`src/rtl/multicyc_ctrl_fsm_if.sv`:
```
// Control bus of the multicycle MIPS controller: instruction fields and memory
// handshake going in, every datapath enable/select coming out.
// master = the control FSM, slave = the datapath side.
interface multicyc_ctrl_fsm_if;
   logic [5:0] iOpCode;
   logic [5:0] iFunct;
   logic       iMemReady;
   logic       oPCWrite;
   logic       oPCWriteCond;
   logic       oBranchEq;
   logic       oIorD;
   logic       oMemRead;
   logic       oMemWrite;
   logic       oIRWrite;
   logic [1:0] oRegDst;
   logic [1:0] oMemtoReg;
   logic       oRegWrite;
   logic       oALUSrcA;
   logic [1:0] oALUSrcB;
   logic [1:0] oALUOp;
   logic [1:0] oPCSource;
   logic [3:0] oState;
   logic       oRetire;
   logic       oIllegal;

   modport master (
      input  iOpCode, iFunct, iMemReady,
      output oPCWrite, oPCWriteCond, oBranchEq, oIorD, oMemRead, oMemWrite,
             oIRWrite, oRegDst, oMemtoReg, oRegWrite, oALUSrcA, oALUSrcB,
             oALUOp, oPCSource, oState, oRetire, oIllegal
   );

   modport slave (
      output iOpCode, iFunct, iMemReady,
      input  oPCWrite, oPCWriteCond, oBranchEq, oIorD, oMemRead, oMemWrite,
             oIRWrite, oRegDst, oMemtoReg, oRegWrite, oALUSrcA, oALUSrcB,
             oALUOp, oPCSource, oState, oRetire, oIllegal
   );
endinterface

```
`src/rtl/multicyc_ctrl_fsm.sv`:
```
// Main control FSM of the multicycle MIPS core. Sequences fetch, decode,
// execute, memory and write-back over one shared ALU and memory port.
// Outputs are decoded combinationally from the state (and iMemReady in the
// memory-wait states) and are forced to zero while iRst_n is low.
// Optional feature: define MULTICYC_JAL_EN to add JAL, JR and JALR support.
module multicyc_ctrl_fsm (
   input  logic                   iClk,
   input  logic                   iRst_n,
   multicyc_ctrl_fsm_if.master    bus
);

   typedef enum logic [3:0] {
      S_FETCH  = 4'd0,
      S_DECODE = 4'd1,
      S_MEMADR = 4'd2,
      S_MEMRD  = 4'd3,
      S_MEMWB  = 4'd4,
      S_MEMWR  = 4'd5,
      S_EXEC   = 4'd6,
      S_RWB    = 4'd7,
      S_BRANCH = 4'd8,
      S_JUMP   = 4'd9,
      S_IEXEC  = 4'd10,
      S_IWB    = 4'd11,
      S_JAL    = 4'd12,
      S_JR     = 4'd13
   } state_t;

   localparam logic [5:0] OP_RTYPE = 6'h00;
   localparam logic [5:0] OP_J     = 6'h02;
   localparam logic [5:0] OP_BEQ   = 6'h04;
   localparam logic [5:0] OP_BNE   = 6'h05;
   localparam logic [5:0] OP_ADDI  = 6'h08;
   localparam logic [5:0] OP_ADDIU = 6'h09;
   localparam logic [5:0] OP_LW    = 6'h23;
   localparam logic [5:0] OP_SW    = 6'h2b;
`ifdef MULTICYC_JAL_EN
   localparam logic [5:0] OP_JAL   = 6'h03;
   localparam logic [5:0] FN_JR    = 6'h08;
   localparam logic [5:0] FN_JALR  = 6'h09;
`endif

   state_t     stateR;
   state_t     nextState;
   logic       pcWrite, pcWriteCond, branchEq, iorD, memRead, memWrite;
   logic       irWrite, regWrite, aluSrcA, retire, illegal;
   logic [1:0] regDst, memtoReg, aluSrcB, aluOp, pcSource;

`ifndef MULTICYC_JAL_EN
   // funct is only decoded by the ALU control when jump-register support is off
   logic unusedFunct;
   assign unusedFunct = ^bus.iFunct;
`endif

   // State register: asynchronous return to FETCH on reset
   always_ff @(posedge iClk or negedge iRst_n) begin
      if (!iRst_n) begin
         stateR <= S_FETCH;
      end else begin
         stateR <= nextState;
      end
   end

   // Next-state and control decode; everything defaults to zero/hold
   always_comb begin
      nextState   = stateR;
      pcWrite     = 1'b0;
      pcWriteCond = 1'b0;
      branchEq    = 1'b0;
      iorD        = 1'b0;
      memRead     = 1'b0;
      memWrite    = 1'b0;
      irWrite     = 1'b0;
      regDst      = 2'b00;
      memtoReg    = 2'b00;
      regWrite    = 1'b0;
      aluSrcA     = 1'b0;
      aluSrcB     = 2'b00;
      aluOp       = 2'b00;
      pcSource    = 2'b00;
      retire      = 1'b0;
      illegal     = 1'b0;
      if (!iRst_n) begin
         // reset held: all controls stay quiet so no write can slip through
         nextState = S_FETCH;
      end else begin
         case (stateR)
            S_FETCH: begin
               memRead = 1'b1;
               aluSrcB = 2'b01;
               irWrite = bus.iMemReady;
               pcWrite = bus.iMemReady;
               if (bus.iMemReady) begin
                  nextState = S_DECODE;
               end else begin
                  nextState = S_FETCH;
               end
            end
            S_DECODE: begin
               // branch target is precomputed into ALUOut here
               aluSrcB = 2'b11;
               case (bus.iOpCode)
                  OP_RTYPE: begin
`ifdef MULTICYC_JAL_EN
                     if ((bus.iFunct == FN_JR) || (bus.iFunct == FN_JALR)) begin
                        nextState = S_JR;
                     end else begin
                        nextState = S_EXEC;
                     end
`else
                     nextState = S_EXEC;
`endif
                  end
                  OP_LW, OP_SW:     nextState = S_MEMADR;
                  OP_BEQ, OP_BNE:   nextState = S_BRANCH;
                  OP_J:             nextState = S_JUMP;
                  OP_ADDI, OP_ADDIU: nextState = S_IEXEC;
`ifdef MULTICYC_JAL_EN
                  OP_JAL:           nextState = S_JAL;
`endif
                  default: begin
                     illegal   = 1'b1;
                     nextState = S_FETCH;
                  end
               endcase
            end
            S_MEMADR: begin
               aluSrcA = 1'b1;
               aluSrcB = 2'b10;
               if (bus.iOpCode == OP_LW) begin
                  nextState = S_MEMRD;
               end else if (bus.iOpCode == OP_SW) begin
                  nextState = S_MEMWR;
               end else begin
                  nextState = S_FETCH;
               end
            end
            S_MEMRD: begin
               memRead = 1'b1;
               iorD    = 1'b1;
               if (bus.iMemReady) begin
                  nextState = S_MEMWB;
               end else begin
                  nextState = S_MEMRD;
               end
            end
            S_MEMWB: begin
               regWrite  = 1'b1;
               memtoReg  = 2'b01;
               retire    = 1'b1;
               nextState = S_FETCH;
            end
            S_MEMWR: begin
               memWrite = 1'b1;
               iorD     = 1'b1;
               retire   = bus.iMemReady;
               if (bus.iMemReady) begin
                  nextState = S_FETCH;
               end else begin
                  nextState = S_MEMWR;
               end
            end
            S_EXEC: begin
               aluSrcA   = 1'b1;
               aluOp     = 2'b10;
               nextState = S_RWB;
            end
            S_RWB: begin
               regWrite  = 1'b1;
               regDst    = 2'b01;
               retire    = 1'b1;
               nextState = S_FETCH;
            end
            S_BRANCH: begin
               aluSrcA     = 1'b1;
               aluOp       = 2'b01;
               pcWriteCond = 1'b1;
               pcSource    = 2'b01;
               branchEq    = (bus.iOpCode == OP_BEQ);
               retire      = 1'b1;
               nextState   = S_FETCH;
            end
            S_JUMP: begin
               pcWrite   = 1'b1;
               pcSource  = 2'b10;
               retire    = 1'b1;
               nextState = S_FETCH;
            end
            S_IEXEC: begin
               aluSrcA   = 1'b1;
               aluSrcB   = 2'b10;
               nextState = S_IWB;
            end
            S_IWB: begin
               regWrite  = 1'b1;
               retire    = 1'b1;
               nextState = S_FETCH;
            end
`ifdef MULTICYC_JAL_EN
            S_JAL: begin
               pcWrite   = 1'b1;
               pcSource  = 2'b10;
               regWrite  = 1'b1;
               regDst    = 2'b10;
               memtoReg  = 2'b10;
               retire    = 1'b1;
               nextState = S_FETCH;
            end
            S_JR: begin
               pcWrite  = 1'b1;
               pcSource = 2'b11;
               retire   = 1'b1;
               if (bus.iFunct == FN_JALR) begin
                  regWrite = 1'b1;
                  regDst   = 2'b01;
                  memtoReg = 2'b10;
               end else begin
                  regWrite = 1'b0;
               end
               nextState = S_FETCH;
            end
`endif
            default: begin
               nextState = S_FETCH;
            end
         endcase
      end
   end

   assign bus.oPCWrite     = pcWrite;
   assign bus.oPCWriteCond = pcWriteCond;
   assign bus.oBranchEq    = branchEq;
   assign bus.oIorD        = iorD;
   assign bus.oMemRead     = memRead;
   assign bus.oMemWrite    = memWrite;
   assign bus.oIRWrite     = irWrite;
   assign bus.oRegDst      = regDst;
   assign bus.oMemtoReg    = memtoReg;
   assign bus.oRegWrite    = regWrite;
   assign bus.oALUSrcA     = aluSrcA;
   assign bus.oALUSrcB     = aluSrcB;
   assign bus.oALUOp       = aluOp;
   assign bus.oPCSource    = pcSource;
   assign bus.oState       = stateR;
   assign bus.oRetire      = retire;
   assign bus.oIllegal     = illegal;

endmodule

```
`src/flat_wrapper.sv`:
```
// flat-port wrapper written by rule: the top's interface ports become plain ports
module multicyc_ctrl_fsm_flat 
  (iClk, iRst_n, bus_iOpCode, bus_iFunct, bus_iMemReady, bus_oPCWrite, bus_oPCWriteCond, bus_oBranchEq, bus_oIorD, bus_oMemRead, bus_oMemWrite, bus_oIRWrite, bus_oRegDst, bus_oMemtoReg, bus_oRegWrite, bus_oALUSrcA, bus_oALUSrcB, bus_oALUOp, bus_oPCSource, bus_oState, bus_oRetire, bus_oIllegal);
  multicyc_ctrl_fsm_if bus_i ();
  input  logic iClk;
  input  logic iRst_n;
  input wire logic [$bits(bus_i.iOpCode)-1:0] bus_iOpCode;
  input wire logic [$bits(bus_i.iFunct)-1:0] bus_iFunct;
  input wire logic [$bits(bus_i.iMemReady)-1:0] bus_iMemReady;
  output wire logic [$bits(bus_i.oPCWrite)-1:0] bus_oPCWrite;
  output wire logic [$bits(bus_i.oPCWriteCond)-1:0] bus_oPCWriteCond;
  output wire logic [$bits(bus_i.oBranchEq)-1:0] bus_oBranchEq;
  output wire logic [$bits(bus_i.oIorD)-1:0] bus_oIorD;
  output wire logic [$bits(bus_i.oMemRead)-1:0] bus_oMemRead;
  output wire logic [$bits(bus_i.oMemWrite)-1:0] bus_oMemWrite;
  output wire logic [$bits(bus_i.oIRWrite)-1:0] bus_oIRWrite;
  output wire logic [$bits(bus_i.oRegDst)-1:0] bus_oRegDst;
  output wire logic [$bits(bus_i.oMemtoReg)-1:0] bus_oMemtoReg;
  output wire logic [$bits(bus_i.oRegWrite)-1:0] bus_oRegWrite;
  output wire logic [$bits(bus_i.oALUSrcA)-1:0] bus_oALUSrcA;
  output wire logic [$bits(bus_i.oALUSrcB)-1:0] bus_oALUSrcB;
  output wire logic [$bits(bus_i.oALUOp)-1:0] bus_oALUOp;
  output wire logic [$bits(bus_i.oPCSource)-1:0] bus_oPCSource;
  output wire logic [$bits(bus_i.oState)-1:0] bus_oState;
  output wire logic [$bits(bus_i.oRetire)-1:0] bus_oRetire;
  output wire logic [$bits(bus_i.oIllegal)-1:0] bus_oIllegal;
  assign bus_i.iOpCode = bus_iOpCode;
  assign bus_i.iFunct = bus_iFunct;
  assign bus_i.iMemReady = bus_iMemReady;
  assign bus_oPCWrite = bus_i.oPCWrite;
  assign bus_oPCWriteCond = bus_i.oPCWriteCond;
  assign bus_oBranchEq = bus_i.oBranchEq;
  assign bus_oIorD = bus_i.oIorD;
  assign bus_oMemRead = bus_i.oMemRead;
  assign bus_oMemWrite = bus_i.oMemWrite;
  assign bus_oIRWrite = bus_i.oIRWrite;
  assign bus_oRegDst = bus_i.oRegDst;
  assign bus_oMemtoReg = bus_i.oMemtoReg;
  assign bus_oRegWrite = bus_i.oRegWrite;
  assign bus_oALUSrcA = bus_i.oALUSrcA;
  assign bus_oALUSrcB = bus_i.oALUSrcB;
  assign bus_oALUOp = bus_i.oALUOp;
  assign bus_oPCSource = bus_i.oPCSource;
  assign bus_oState = bus_i.oState;
  assign bus_oRetire = bus_i.oRetire;
  assign bus_oIllegal = bus_i.oIllegal;
  multicyc_ctrl_fsm u_core (.iClk(iClk), .iRst_n(iRst_n), .bus(bus_i));
endmodule
```
`config.mk`:
```
export PLATFORM = sky130hd
export DESIGN_NAME = multicyc_ctrl_fsm_flat
export DESIGN_NICKNAME = d
export VERILOG_FILES = /design/src/rtl/multicyc_ctrl_fsm_if.sv /design/src/rtl/multicyc_ctrl_fsm.sv /design/src/flat_wrapper.sv
export SDC_FILE = /design/constraint.sdc
export NUM_CORES = 1
export LEC_CHECK = 0
export ABC_AREA = 1
export CAP_MARGIN = 20
export CORE_ASPECT_RATIO = 1.1
export CORE_MARGIN = 2
export CORE_UTILIZATION = 39
export DETAILED_ROUTE_END_ITERATION = 6
export GPL_TIMING_DRIVEN = 0
export MAX_ROUTING_LAYER = met4
export PLACE_DENSITY_LB_ADDON = 0.1
export SYNTH_ARGS = -nofsm -noshare
export SYNTH_HDL_FRONTEND = slang
export SYNTH_SLANG_ARGS = --single-unit
```
`constraint.sdc`:
```
create_clock -name iClk -period 3.4 [get_ports iClk]
set_input_delay 0.51 -clock iClk [delete_from_list [all_inputs] [get_ports iClk]]
set_output_delay 0.51 -clock iClk [all_outputs]
set_load 0.02 [all_outputs]
```
==> results.md, run 1 <==
* Mean number of vias per cell at 5.05
* DRC violations left at 0
* Cells after Synth at 129
* Post-route ant nets at 0
* Synth top area share at 0.173
* Crit path capture type: output port
* Overall routed net length at 1890 µm
* CP Buf/Inv Count at 4
* Tmin final at 2.89 ns
* Layout cell share with drive strength beyond 1 at 0.110
* Worst Path Max Fanout at 10
* Setup TNS Final at 0 ns
* First-pass GRT wire length at 2970 µm
* Final core utilization at 0.640
* Synth area leader: nor2_1
* Mapped Avg Cell Area at 5.04 µm²
* Synth Area in XOR/XNOR at 0
* Vias in the first global route at 735
* Drt initial violations at 23
* Routed len/inst at 10.4 µm
* Status: complete, no violations
* Initial core utilization at 0.413
* Cts hold-fix bufs at 0
* Longest Clk Path Bufs at 2
* Root Driver: clkbuf_4
* Skew-Pair Late Insertion Delay at 0.24 ns
* Compound-Gate Fraction of Synth Area at 0.0750
* CORE AREA at 1580 µm²
* Port Buffers at 31
* Peak VDD IR at 127 µV
* Setup CP Type: in2out
* Layout Skew at 0.00700 ns
* IO Count at 40
* PostCTS Resize Cnt at 0
* Synth cell count leaders: nor2_1, nand2_1, inv_1, nand3_1
* Worst path slowest cell: clkdlybuf4s50_1
* Post-synth EDFFs at 0
* DP HPWL at 1530 µm
* Global-route usage over all layers at 0.208
* Largest net degree at the start of global routing at 11
* Pwr per Cell Area at 175 nW/µm²
* Post-CTS Setup Bufs at 0
* Worst R2R Setup Slack at 2.11 ns
* Main synth FF type: dfrtp_1
* CP top delay family: buffers and inverters
* Count of pins over their slew limit at 0
* Endpoints failing hold at 0
* CP cell instances: clkdlybuf4s50_1, inv_1, clkbuf_1, nor3_1, clkdlybuf4s50_1
* Filler cell count at 152
* RSZ-0062 raised after global routing: no
* Required @ worst endpoint at 2.89 ns
* Post-Synth Adder-Cell Area at 0
* GR Overflow Total at 0
* Fmax at 346 MHz
* Distinct cells, synth at 17
* Most frequent cell after synthesis: nor2_1
* Mapped cell area at 651 µm²
* CP Launch Type: input pin
* CTS tree: built
* Hold_ws at 0.520 ns
* Ant diodes at 0
* Final #Nets at 181
* Layout Area Growth over Synthesis at 55.0%
* Maxcap violations at 0
* Cell mode on critical path: clkdlybuf4s50_1
* Area contributors post-synth: nor2_1, nand2_1, dfrtp_1
* Area of the die at 2010 µm²
* YS warnings at 0
* Period utilization at 0.850
* Max reg flops at 4
* Critical Path AT at 2.38 ns
* Chip height at 46.8 µm
* Reg clk slew, reported paths at 0.04 ns
* Chip width at 42.9 µm
* Hold Crit Class: in2async
* Final setup fails at 0
* Sink Count at 4
* # rows at 15
* Post-synthesis simple-gate area fraction at 0.592
* Main combinational cell family by area after synthesis: simple AND/OR/NAND/NOR gates
* Sequential area share after synthesis at 0.154
* Initial antenna violation count at 0
* Post-synthesis register bit count at 4
* Static Leak at 0.498 nW
* GPL Wtd Cong at 0.863
* Mux cell area share after synthesis at 0
* Ys async rst share at 1.00
* Number of CTS-inserted buffers at 3
* Initial DRT Pass Iterations at 4
* Via count of the routed design at 914
* Max incr delay on CP at 0.64 ns
* H-tree depth at 1
[per-stage QoR]
stage	setup slack [ns]	cells	instance area [µm²]	power, mW
after floorplan	1.45	130	654	0.0859
after global placement	0.558	178	986	0.114
after detailed placement	0.493	178	986	0.115
after CTS	0.484	181	1010	0.179
after global routing	0.331	181	1010	0.191
final	0.511	181	1010	0.176
[kinds of logic after synthesis]
logic type / after synthesis
simple gates: 88
other cells: 1
flops: 4
compound gates: 9
buf+inv: 27
[where the power goes]
| group | switching [mW] | leakage [nW] | internal, mW |
|---|---|---|---|
| registers | 0.00128 | 0.0550 | 0.0488 |
| logic | 0.0368 | 0.429 | 0.0274 |
| clock network | 0.0223 | 0.0138 | 0.0397 |
| total | 0.0604 | 0.498 | 0.116 |
[path summary, 6_finish.rpt]
check	endpoint	depth (start not counted)	start
min reg2reg	u_core.bus.oState[1]	4	u_core.bus.oState[0]
max in group asynchronous	u_core.bus.oState[0]	1	iRst_n
max	bus_oBranchEq	5	iRst_n
max reg2reg	u_core.bus.oState[0]	7	u_core.bus.oState[2]
min	u_core.bus.oState[1]	1	iRst_n
min in group iClk	u_core.bus.oState[1]	4	u_core.bus.oState[0]
[metal layers]
metal | track usage | routed length (µm) | up-vias
li1 | - | - | 476
met1 | 0.233 | 758 | 400
met2 | 0.370 | 973 | 33
met3 | 0.0231 | 126 | 5
met4 | 0.109 | 28 | 0
met5 | - | 0 | -
[cell usage in the layout, fill, tap and decap left out, drive strengths merged]
cell type       n
nand2          27
a21oi           2
nor2           37
conb            2
clkdlybuf4s50  31
nand3          16
a31oi           3
inv            22
clkbuf          5
buf             3
nand4           2
nor3            6
dfrtp           4
o21ai           4
[cell type report]
class,count,area (µm²),area share
multi-input cells,99,442,0.438
repair buffers,31,310,0.308
flip-flops and latches,4,100,0.0993
inverters,22,82.6,0.0819
plain buffers,5,30.0,0.0298
clock buffers,3,22.5,0.0223
well taps,17,21.3,0.0211
Power figures use the tool's default switching activity.
==> run 2, diff against run 1 <==
CORE_UTILIZATION = 36   (was 39)
clock period = 2.81 ns   (was 3.4 ns; I/O delays follow)
==> results.md, run 2 (same netlist as run 1, synthesis figures left out) <==
* Status: complete, no violations
* Required @ worst endpoint at 2.39 ns
* Worst r2r path cells at 6
* Worst path slowest cell: clkdlybuf4s50_1
* RSZ-0062 raised after global routing: no
* IO Count at 40
* Most frequent cells in the layout: nor2_1, clkdlybuf4s50_1, nand2_1, inv_1, nand3_1
* CP cell instances: clkdlybuf4s50_1, nor2_2, nand3_1, nor3_1, clkdlybuf4s50_1
* Vias in the first global route at 716
* Psw at 66.2 µW
* Initial antenna violation count at 0
* Pint at 140 µW
* Chip height at 48.6 µm
* Layout Skew at 0.00426 ns
* Longest Clk Path Bufs at 2
* Worst Path Max Fanout at 6
* Ant diodes at 0
* Post-route ant nets at 0
* Pwr per Cell Area at 203 nW/µm²
* Sequential power share at 0.295
* Via count of the routed design at 877
* Number of CTS-inserted buffers at 3
* Post-Layout Inst Area at 1010 µm²
* Worst flop-to-flop path startpoint: u_core.bus.oState[2]
* Worst R2R Setup Slack at 1.55 ns
* Final setup fails at 0
* CP Launch Type: input pin
* DP HPWL at 1530 µm
* Logic pwr share at 0.374
* Clk pwr share at 0.331
* H-tree depth at 1
* DRC violations left at 0
* Endpoints failing hold at 0
* Initial DRT Pass Iterations at 4
* Crit path capture type: output port
* # rows at 16
* Cts hold-fix bufs at 0
* DP Area at 987 µm²
* Fmax at 399 MHz
* Filler cell count at 191
* CTS tree: built
* Peak VDD IR at 317 µV
* Routed len/inst at 10.0 µm
* Finished Layout Cells at 182
* Overall routed net length at 1820 µm
* CP startpoint: bus_iOpCode[5]
* Skew-Pair Late Insertion Delay at 0.23 ns
* Sw frac at 0.322
* GPL Wtd Cong at 0.843
* Sink Count at 4
* Setup CP Type: in2out
* Setup TNS Final at 0 ns
* Drt initial violations at 14
* Final #Nets at 181
* Maxcap violations at 0
* Largest net degree at the start of global routing at 11
* Power consumption at 206 µW
* First-pass GRT wire length at 2890 µm
* Cell mode on critical path: clkdlybuf4s50_1
* Reg clk slew, reported paths at 0.04 ns
* Chip width at 44.5 µm
* Critical Path AT at 2.09 ns
* GR Overflow Total at 0
* Area of the die at 2160 µm²
* Max incr delay on CP at 0.64 ns
* Port Buffers at 31
* Hold Crit Class: in2async
* Tmin final at 2.51 ns
* Final core utilization at 0.581
* Count of pins over their slew limit at 0
* Reg2Reg Capture Point: u_core.bus.oState[0]
* Root Driver: clkbuf_4
* Layout Area Growth over Synthesis at 55.6%
* Initial core utilization at 0.374
* Max reg flops at 4
* Global-route usage over all layers at 0.178
* Static Leak at 0.507 nW
* CORE AREA at 1740 µm²
* Mean number of vias per cell at 4.82
* Period utilization at 0.892
* Layout cell share with drive strength beyond 1 at 0.110
* Placed cell count at 179
run 2: power by group through the flow:
stage	combinational [mW]	clock (mW)	sequential, mW
2_1_floorplan	0.0415	0	0.0625
3_3_place_gp	0.0767	0	0.0613
3_5_place_dp	0.0772	0	0.0613
4_1_cts	0.0777	0.0719	0.0606
5_1_grt	0.0850	0.0782	0.0607
6_report	0.0770	0.0681	0.0606
run 2: routing by layer:
| metal | global-route usage | up-vias | part of all wire |
|---|---|---|---|
| met1 | 0.214 | 382 | 0.44 |
| li1 | - | 471 | - |
| met2 | 0.297 | 24 | 0.51 |
| met3 | 0.0522 | 0 | 0.050 |
| met5 | - | - | 0 |
| met4 | 0.0202 | 0 | 0 |
run 2: worst max-delay path: cells and delay by family:
| family | cells | cell delay [ns] |
|---|---|---|
| buf+inv | 2 | 1.11 |
| simple gates | 3 | 0.56 |
run 2: timing repair:
| item | in CTS | in global routing |
|---|---|---|
| setup buffers | 0 | 0 |
| gates resized for setup | 0 | 1 |
| endpoints found under the hold margin | 0 | 0 |
| endpoints found under the setup margin | 0 | 3 |
run 2: stage by stage:
| stage | worst slack, ns | hold WS (ns) |
|---|---|---|
| after floorplan | 0.948 | 0.126 |
| after global placement | 0.131 | 0.676 |
| after detailed placement | 0.0901 | 0.685 |
| after CTS | 0.0796 | 0.436 |
| after global routing | 0.160 | 0.0647 |
| final | 0.303 | 0.0492 |
run 2: layout make-up:
class / count / area, µm² / area share
inverter: 22 / 82.6 / 0.0816
clock buffer: 3 / 22.5 / 0.0222
buffer: 5 / 30.0 / 0.0297
sequential: 4 / 100 / 0.0989
tap: 18 / 22.5 / 0.0222
timing repair buffer: 31 / 313 / 0.309
multi-input combinational: 99 / 442 / 0.436
run 2: worst max-delay path by stage:
stage                             to  slack (ns)  cells after the start
CTS                 bus_oPCSource[0]        0.08                      6
detailed placement  bus_oPCSource[0]        0.09                      6
finish                 bus_oBranchEq        0.30                      5
global route           bus_oBranchEq        0.16                      5
global placement       bus_oBranchEq        0.13                      5
floorplan               bus_oIllegal        0.95                      5
